--- config.mk ---
export PLATFORM = sky130hd
export DESIGN_NAME = sys_ctrl_cmd
export DESIGN_NICKNAME = d
export VERILOG_FILES = /design/src/rtl/sys_ctrl_pkg.sv /design/src/rtl/sys_ctrl_cmd.sv
export SDC_FILE = /design/constraint.sdc
export NUM_CORES = 1
export LEC_CHECK = 0
export ABC_AREA = 1
export BUFFER_PORTS_ARGS = -buffer_cell sky130_fd_sc_hd__buf_4
export CAP_MARGIN = 20
export CORE_MARGIN = 5
export CORE_UTILIZATION = 49
export DETAILED_ROUTE_END_ITERATION = 10
export PLACE_DENSITY = 0.83
export SLEW_MARGIN = 20
export SYNTH_ARGS = -nofsm -noshare
export SYNTH_HDL_FRONTEND = slang
export SYNTH_SLANG_ARGS = --single-unit
--- constraint.sdc ---
create_clock -name CLK -period 1.37 [get_ports CLK]
set_input_delay 0.137 -clock CLK [delete_from_list [all_inputs] [get_ports CLK]]
set_output_delay 0.137 -clock CLK [all_outputs]
set_load 0.02 [all_outputs]
--- src/rtl/sys_ctrl_pkg.sv ---
// Shared opcodes, operand addresses and FSM state encoding for the command decoder.
package sys_ctrl_pkg;

    localparam logic [7:0] CMD_RF_WR   = 8'hAA;
    localparam logic [7:0] CMD_RF_RD   = 8'hBB;
    localparam logic [7:0] CMD_ALU_OP  = 8'hCC;
    localparam logic [7:0] CMD_ALU_NOP = 8'hDD;

    localparam int unsigned OPA_ADDR = 0;
    localparam int unsigned OPB_ADDR = 1;

    typedef enum logic [3:0] {
        IDLE,
        WR_ADDR,
        WR_DATA,
        RD_ADDR,
        RD_WAIT,
        TX_RD,
        OPA,
        OPB,
        FUN,
        ALU_WAIT,
        TX_LSB,
        TX_MSB
    } state_e;

endpackage

--- src/rtl/sys_ctrl_cmd.sv ---
// Command decoder between the UART RX byte stream and the register file, ALU and TX FIFO.
// Decodes framed AA/BB/CC/DD commands; every output is a flop.
module sys_ctrl_cmd
    import sys_ctrl_pkg::*;
#(
    parameter int unsigned DATA_WIDTH    = 8,
    parameter int unsigned ADDR_WIDTH    = 4,
    parameter int unsigned ALU_OUT_WIDTH = 16,
    parameter int unsigned FUN_WIDTH     = 4
) (
    input  logic                     CLK,
    input  logic                     RST,
    input  logic [DATA_WIDTH-1:0]    RX_P_DATA,
    input  logic                     RX_D_VLD,
    input  logic [DATA_WIDTH-1:0]    RdData,
    input  logic                     RdData_Valid,
    input  logic [ALU_OUT_WIDTH-1:0] ALU_OUT,
    input  logic                     ALU_OUT_VLD,
    input  logic                     FIFO_FULL,
    output logic                     WrEn,
    output logic                     RdEn,
    output logic [ADDR_WIDTH-1:0]    Address,
    output logic [DATA_WIDTH-1:0]    WrData,
    output logic                     ALU_EN,
    output logic [FUN_WIDTH-1:0]     ALU_FUN,
    output logic                     CLK_EN,
    output logic [DATA_WIDTH-1:0]    TX_P_DATA,
    output logic                     TX_D_VLD
);

    state_e                   r_state,     w_state_nxt;
    logic                     r_wr_en,     w_wr_en_nxt;
    logic                     r_rd_en,     w_rd_en_nxt;
    logic [ADDR_WIDTH-1:0]    r_addr,      w_addr_nxt;
    logic [DATA_WIDTH-1:0]    r_wr_data,   w_wr_data_nxt;
    logic                     r_alu_en,    w_alu_en_nxt;
    logic [FUN_WIDTH-1:0]     r_alu_fun,   w_alu_fun_nxt;
    logic                     r_clk_en,    w_clk_en_nxt;
    logic [DATA_WIDTH-1:0]    r_tx_data,   w_tx_data_nxt;
    logic                     r_tx_vld,    w_tx_vld_nxt;
    logic [DATA_WIDTH-1:0]    r_rd_byte,   w_rd_byte_nxt;
    logic [ALU_OUT_WIDTH-1:0] r_alu_res,   w_alu_res_nxt;

    always_ff @(posedge CLK or negedge RST) begin
        if (!RST) begin
            r_state   <= IDLE;
            r_wr_en   <= 1'b0;
            r_rd_en   <= 1'b0;
            r_addr    <= '0;
            r_wr_data <= '0;
            r_alu_en  <= 1'b0;
            r_alu_fun <= '0;
            r_clk_en  <= 1'b0;
            r_tx_data <= '0;
            r_tx_vld  <= 1'b0;
            r_rd_byte <= '0;
            r_alu_res <= '0;
        end else begin
            r_state   <= w_state_nxt;
            r_wr_en   <= w_wr_en_nxt;
            r_rd_en   <= w_rd_en_nxt;
            r_addr    <= w_addr_nxt;
            r_wr_data <= w_wr_data_nxt;
            r_alu_en  <= w_alu_en_nxt;
            r_alu_fun <= w_alu_fun_nxt;
            r_clk_en  <= w_clk_en_nxt;
            r_tx_data <= w_tx_data_nxt;
            r_tx_vld  <= w_tx_vld_nxt;
            r_rd_byte <= w_rd_byte_nxt;
            r_alu_res <= w_alu_res_nxt;
        end
    end

    always_comb begin
        w_state_nxt   = r_state;
        w_wr_en_nxt   = 1'b0;
        w_rd_en_nxt   = 1'b0;
        w_alu_en_nxt  = 1'b0;
        w_tx_vld_nxt  = 1'b0;
        w_addr_nxt    = r_addr;
        w_wr_data_nxt = r_wr_data;
        w_alu_fun_nxt = r_alu_fun;
        w_clk_en_nxt  = r_clk_en;
        w_tx_data_nxt = r_tx_data;
        w_rd_byte_nxt = r_rd_byte;
        w_alu_res_nxt = r_alu_res;

        unique case (r_state)
            IDLE: begin
                if (RX_D_VLD) begin
                    case (RX_P_DATA)
                        CMD_RF_WR:   w_state_nxt = WR_ADDR;
                        CMD_RF_RD:   w_state_nxt = RD_ADDR;
                        CMD_ALU_OP:  w_state_nxt = OPA;
                        CMD_ALU_NOP: w_state_nxt = FUN;
                        default:     w_state_nxt = IDLE;
                    endcase
                end
            end
            WR_ADDR: begin
                if (RX_D_VLD) begin
                    w_addr_nxt  = RX_P_DATA[ADDR_WIDTH-1:0];
                    w_state_nxt = WR_DATA;
                end
            end
            WR_DATA: begin
                if (RX_D_VLD) begin
                    w_wr_data_nxt = RX_P_DATA;
                    w_wr_en_nxt   = 1'b1;
                    w_state_nxt   = IDLE;
                end
            end
            RD_ADDR: begin
                if (RX_D_VLD) begin
                    w_addr_nxt  = RX_P_DATA[ADDR_WIDTH-1:0];
                    w_rd_en_nxt = 1'b1;
                    w_state_nxt = RD_WAIT;
                end
            end
            RD_WAIT: begin
                // Send straight away when the FIFO has room; TX_RD only holds a stalled byte.
                if (RdData_Valid) begin
                    w_rd_byte_nxt = RdData;
                    if (!FIFO_FULL) begin
                        w_tx_data_nxt = RdData;
                        w_tx_vld_nxt  = 1'b1;
                        w_state_nxt   = IDLE;
                    end else begin
                        w_state_nxt   = TX_RD;
                    end
                end
            end
            TX_RD: begin
                if (!FIFO_FULL) begin
                    w_tx_data_nxt = r_rd_byte;
                    w_tx_vld_nxt  = 1'b1;
                    w_state_nxt   = IDLE;
                end
            end
            OPA: begin
                if (RX_D_VLD) begin
                    w_addr_nxt    = ADDR_WIDTH'(OPA_ADDR);
                    w_wr_data_nxt = RX_P_DATA;
                    w_wr_en_nxt   = 1'b1;
                    w_state_nxt   = OPB;
                end
            end
            OPB: begin
                if (RX_D_VLD) begin
                    w_addr_nxt    = ADDR_WIDTH'(OPB_ADDR);
                    w_wr_data_nxt = RX_P_DATA;
                    w_wr_en_nxt   = 1'b1;
                    w_state_nxt   = FUN;
                end
            end
            FUN: begin
                if (RX_D_VLD) begin
                    w_alu_fun_nxt = RX_P_DATA[FUN_WIDTH-1:0];
                    w_alu_en_nxt  = 1'b1;
                    w_clk_en_nxt  = 1'b1;
                    w_state_nxt   = ALU_WAIT;
                end
            end
            ALU_WAIT: begin
                if (ALU_OUT_VLD) begin
                    w_alu_res_nxt = ALU_OUT;
                    w_clk_en_nxt  = 1'b0;
                    w_state_nxt   = TX_LSB;
                end
            end
            TX_LSB: begin
                if (!FIFO_FULL) begin
                    w_tx_data_nxt = r_alu_res[DATA_WIDTH-1:0];
                    w_tx_vld_nxt  = 1'b1;
                    w_state_nxt   = TX_MSB;
                end
            end
            TX_MSB: begin
                // Waiting for r_tx_vld to clear keeps an idle cycle between the two bytes.
                if (!FIFO_FULL && !r_tx_vld) begin
                    w_tx_data_nxt = r_alu_res[ALU_OUT_WIDTH-1:DATA_WIDTH];
                    w_tx_vld_nxt  = 1'b1;
                    w_state_nxt   = IDLE;
                end
            end
            default: w_state_nxt = IDLE;
        endcase
    end

    assign WrEn      = r_wr_en;
    assign RdEn      = r_rd_en;
    assign Address   = r_addr;
    assign WrData    = r_wr_data;
    assign ALU_EN    = r_alu_en;
    assign ALU_FUN   = r_alu_fun;
    assign CLK_EN    = r_clk_en;
    assign TX_P_DATA = r_tx_data;
    assign TX_D_VLD  = r_tx_vld;

endmodule

==> flow_metrics.env <==
export IMPL_async_flop_share=1.00
export IMPL_grt_pass1_vias=2613
export IMPL_pin_count=67
export IMPL_leakage_nw=2.29
export IMPL_yosys_warnings=0
export IMPL_synth_common_cells="nand2_1 (109), dfrtp_1 (57), nor2_1 (47), inv_1 (33), o21ai_0 (15)"
export IMPL_synth_area_leaders="dfrtp_1 (49%), nand2_1 (14%), nor2_1 (6.0%), inv_1 (4.2%), mux2_4 (2.6%)"
export IMPL_power_density_mw_per_mm2=1840
export IMPL_synthToLayoutAreaGrowth_pct=49.9
export IMPL_crit_fanout=6
export IMPL_power_mw=8.07
export IMPL_p_seq_frac=0.349
export IMPL_core_area_sq_mm=0.00585
export IMPL_grt_start_max_net_pins=29
export IMPL_grt_pass1_wl_mm=12.1
export IMPL_holdWs_ns=0.0197
export IMPL_hpwl_mm=5.27
export IMPL_synth_avg_cell_area_sq_um=8.30
export IMPL_ys_seq_elements=57
export IMPL_htreeDepth=3
export IMPL_cap_violations=0
export IMPL_synth_cell_type_count=26
export IMPL_swShare=0.406
export IMPL_rows=28
export IMPL_root_buffer="clkbuf_8"
export IMPL_final_cell_count_no_fill=547
export IMPL_crit_type="flop to flop"
export IMPL_synth_area_sq_mm=0.00292
export IMPL_intPower_mw=4.80
export IMPL_required_ns=1.59
export IMPL_fillers=356
export IMPL_min_path_type="input port to flop"
export IMPL_fin_nets=505
export IMPL_layout_drive_gt1_share=0.456
export IMPL_grt_setup_unrepaired="yes"
export IMPL_vdd_ir_drop_max_mv=1.10
export IMPL_die_area_sq_mm=0.00761
export IMPL_path_clk_slew_ns=0.07
export IMPL_cts_sinks=57
export IMPL_cts_buffers=9
export IMPL_num_vias=2945
export IMPL_die_w_microns=87.2
export IMPL_synth_top_area_frac=0.488
export IMPL_startpoint_type="flop"
export IMPL_gr_total_overflow=0
export IMPL_synthCells=352
export IMPL_syn_nets=390
export IMPL_initial_core_util=0.500
export IMPL_synth_top_area_cell="dfrtp_1"
export IMPL_drc_errors=0
export IMPL_hold_violations=0
export IMPL_period_needed_ns=1.56
export IMPL_synth_edf_count=0
export IMPL_switchingPower_mw=3.28
export IMPL_tightestPinTransition_ns=0.371
export IMPL_crit_arrival_ns=1.78
export IMPL_antenna_found_initial=0
export IMPL_finalSetupViolations=44
export IMPL_gr_usage_all_layers=0.206
export IMPL_finalClockSkew_ns=0.0103
export IMPL_report_final_slew_viol_count=0
export IMPL_synth_most_common_cell="nand2_1"
export IMPL_violations="setup timing"
export IMPL_first_iter_violations=266
export IMPL_cts_tree="yes"
export IMPL_end_kind="flop"
export IMPL_p_comb_frac=0.460
export IMPL_dpl_cell_count=515
export IMPL_wl_per_cell_microns=16.7
export IMPL_worstSkewPairLatency_ns=0.34
export IMPL_drt_wl_total_mm=9.14
export IMPL_fin_ws_ns=-0.189
export IMPL_synth_flop_cell="dfrtp_1"
export IMPL_drtPass1Iterations=5
export IMPL_status="complete, but fails checks"
export IMPL_gp_congestion=0.861
export IMPL_fmax_ghz=0.641
export IMPL_seq_area_frac_synth=0.488
export IMPL_fin_crit_sh=1.14
export IMPL_slew_limit_headroom=0.753
export IMPL_port_buffers=66
export IMPL_ant_nets=0
export IMPL_die_h_microns=87.2
export IMPL_avgViaCountPerCell=5.38
export IMPL_diodes=0
export IMPL_power_frac_clock=0.191
export IMPL_clockBufferDepth=2
==> path summary, 6_finish.rpt <==
kind / startpoint / to / slack [ns] / cells past startpoint
max: r_state[2]$_DFFE_PN0P_ / r_state[3]$_DFFE_PN0P_ / -0.19 / 9
min: ALU_OUT[8] / r_alu_res[8]$_DFFE_PN0P_ / 0.02 / 2
max in group asynchronous: RST / TX_P_DATA[5]$_DFFE_PN0P_ / 0.65 / 3
min reg2reg: WrData[7]$_DFFE_PN0P_ / WrData[7]$_DFFE_PN0P_ / 0.48 / 2
max reg2reg: r_state[2]$_DFFE_PN0P_ / r_state[3]$_DFFE_PN0P_ / -0.19 / 9
min in group asynchronous: RST / WrData[6]$_DFFE_PN0P_ / 0.25 / 2
==> kinds of logic (layout without fill, tap and decap cells) <==
logic type	count (synthesis)	count (layout)	share of synthesized area
AO/OA/AOI/OAI	44	44	0.0980
buffers and inverters	45	161	0.0693
flip-flops	57	57	0.488
multiplexers	9	9	0.0411
AND/OR/NAND/NOR	197	201	0.304
==> cells in the final DEF, fill, tap and decap left out, drive strengths merged <==
cell type,Yosys,layout
a21oi,18,18
nor3,2,2
nand4,8,8
dlygate4sd3,0,1
inv,38,39
nand3,15,16
o211ai,1,1
mux2,9,9
o31ai,3,3
dfrtp,57,57
clkinv,0,4
buf,6,106
clkbuf,1,9
nand2,117,120
o21ai,22,22
nor2,54,54
nand3b,1,1
clkinvlp,0,1
bufinv,0,1
==> cell type report <==
type | instances | area [sq um] | share of cell area
sequential | 57 | 1430 | 0.327
inverter | 38 | 145 | 0.0331
tap | 75 | 93.8 | 0.0214
clock buffer | 9 | 124 | 0.0283
multi-input combinational | 254 | 1640 | 0.374
timing repair buffer | 107 | 877 | 0.200
clock inverter | 7 | 70.1 | 0.0160
==> sequential cells by signal, summed over array words and instances (netlist names) <==
name and cells:
Address 4, WrData 8, TX_D_VLD 1, ALU_EN 1, r_rd_byte 8, TX_P_DATA 8
CLK_EN 1, r_state 4, WrEn 1, RdEn 1, r_alu_res 16, ALU_FUN 4
==> per-layer routing <==
layer | part of all wire | up-vias | wire length [microns] | GRT usage
met1 | 0.39 | 1386 | 3580 | 0.269
met2 | 0.50 | 160 | 4570 | 0.323
met3 | 0.069 | 41 | 629 | 0.0407
li1 | - | 1358 | - | -
met5 | 0 | - | 0 | 0
met4 | 0.039 | 0 | 359 | 0.109
==> through the flow <==
stage               setup TNS [ns]  instance area [sq um]  utilization  setup slack (ns)
floorplan                        0                   2930            -           0.00650
global placement             -1.57                   3680        0.630           -0.0882
detailed placement           -2.28                   3680        0.630            -0.113
CTS                         -0.435                   4060        0.695           -0.0477
global route                 -7.10                   4380        0.749            -0.252
finish                       -4.29                   4380        0.749            -0.189
==> repair_timing <==
action / 4_1_cts / 5_1_grt
pin swaps: 9 / 25
resized for setup: 38 / 51
cloned: 1 / 3
endpoints found under the hold margin: 26 / 0
hold buffers: 1 / 0
setup buffers: 2 / 9
setup endpoints to repair: 38 / 53
==> power groups by stage <==
stage               sequential, mW  clock [mW]  combinational (mW)
floorplan                     3.12           0                1.42
global placement              2.74           0                2.99
detailed placement            2.78           0                3.05
CTS                           2.78        1.57                3.24
global route                  2.90        1.65                3.99
finish                        2.81        1.54                3.72
==> critical path: stages (launching register included) <==
cell     delay, ns
dfrtp_2       0.46
inv_4         0.07
nor2_4        0.19
buf_4         0.15
nand3_1       0.08
nand2_1       0.15
nor2_4        0.06
buf_4         0.14
nand3_1       0.08
nand2_1       0.06
Power figures use the tool's default switching activity.
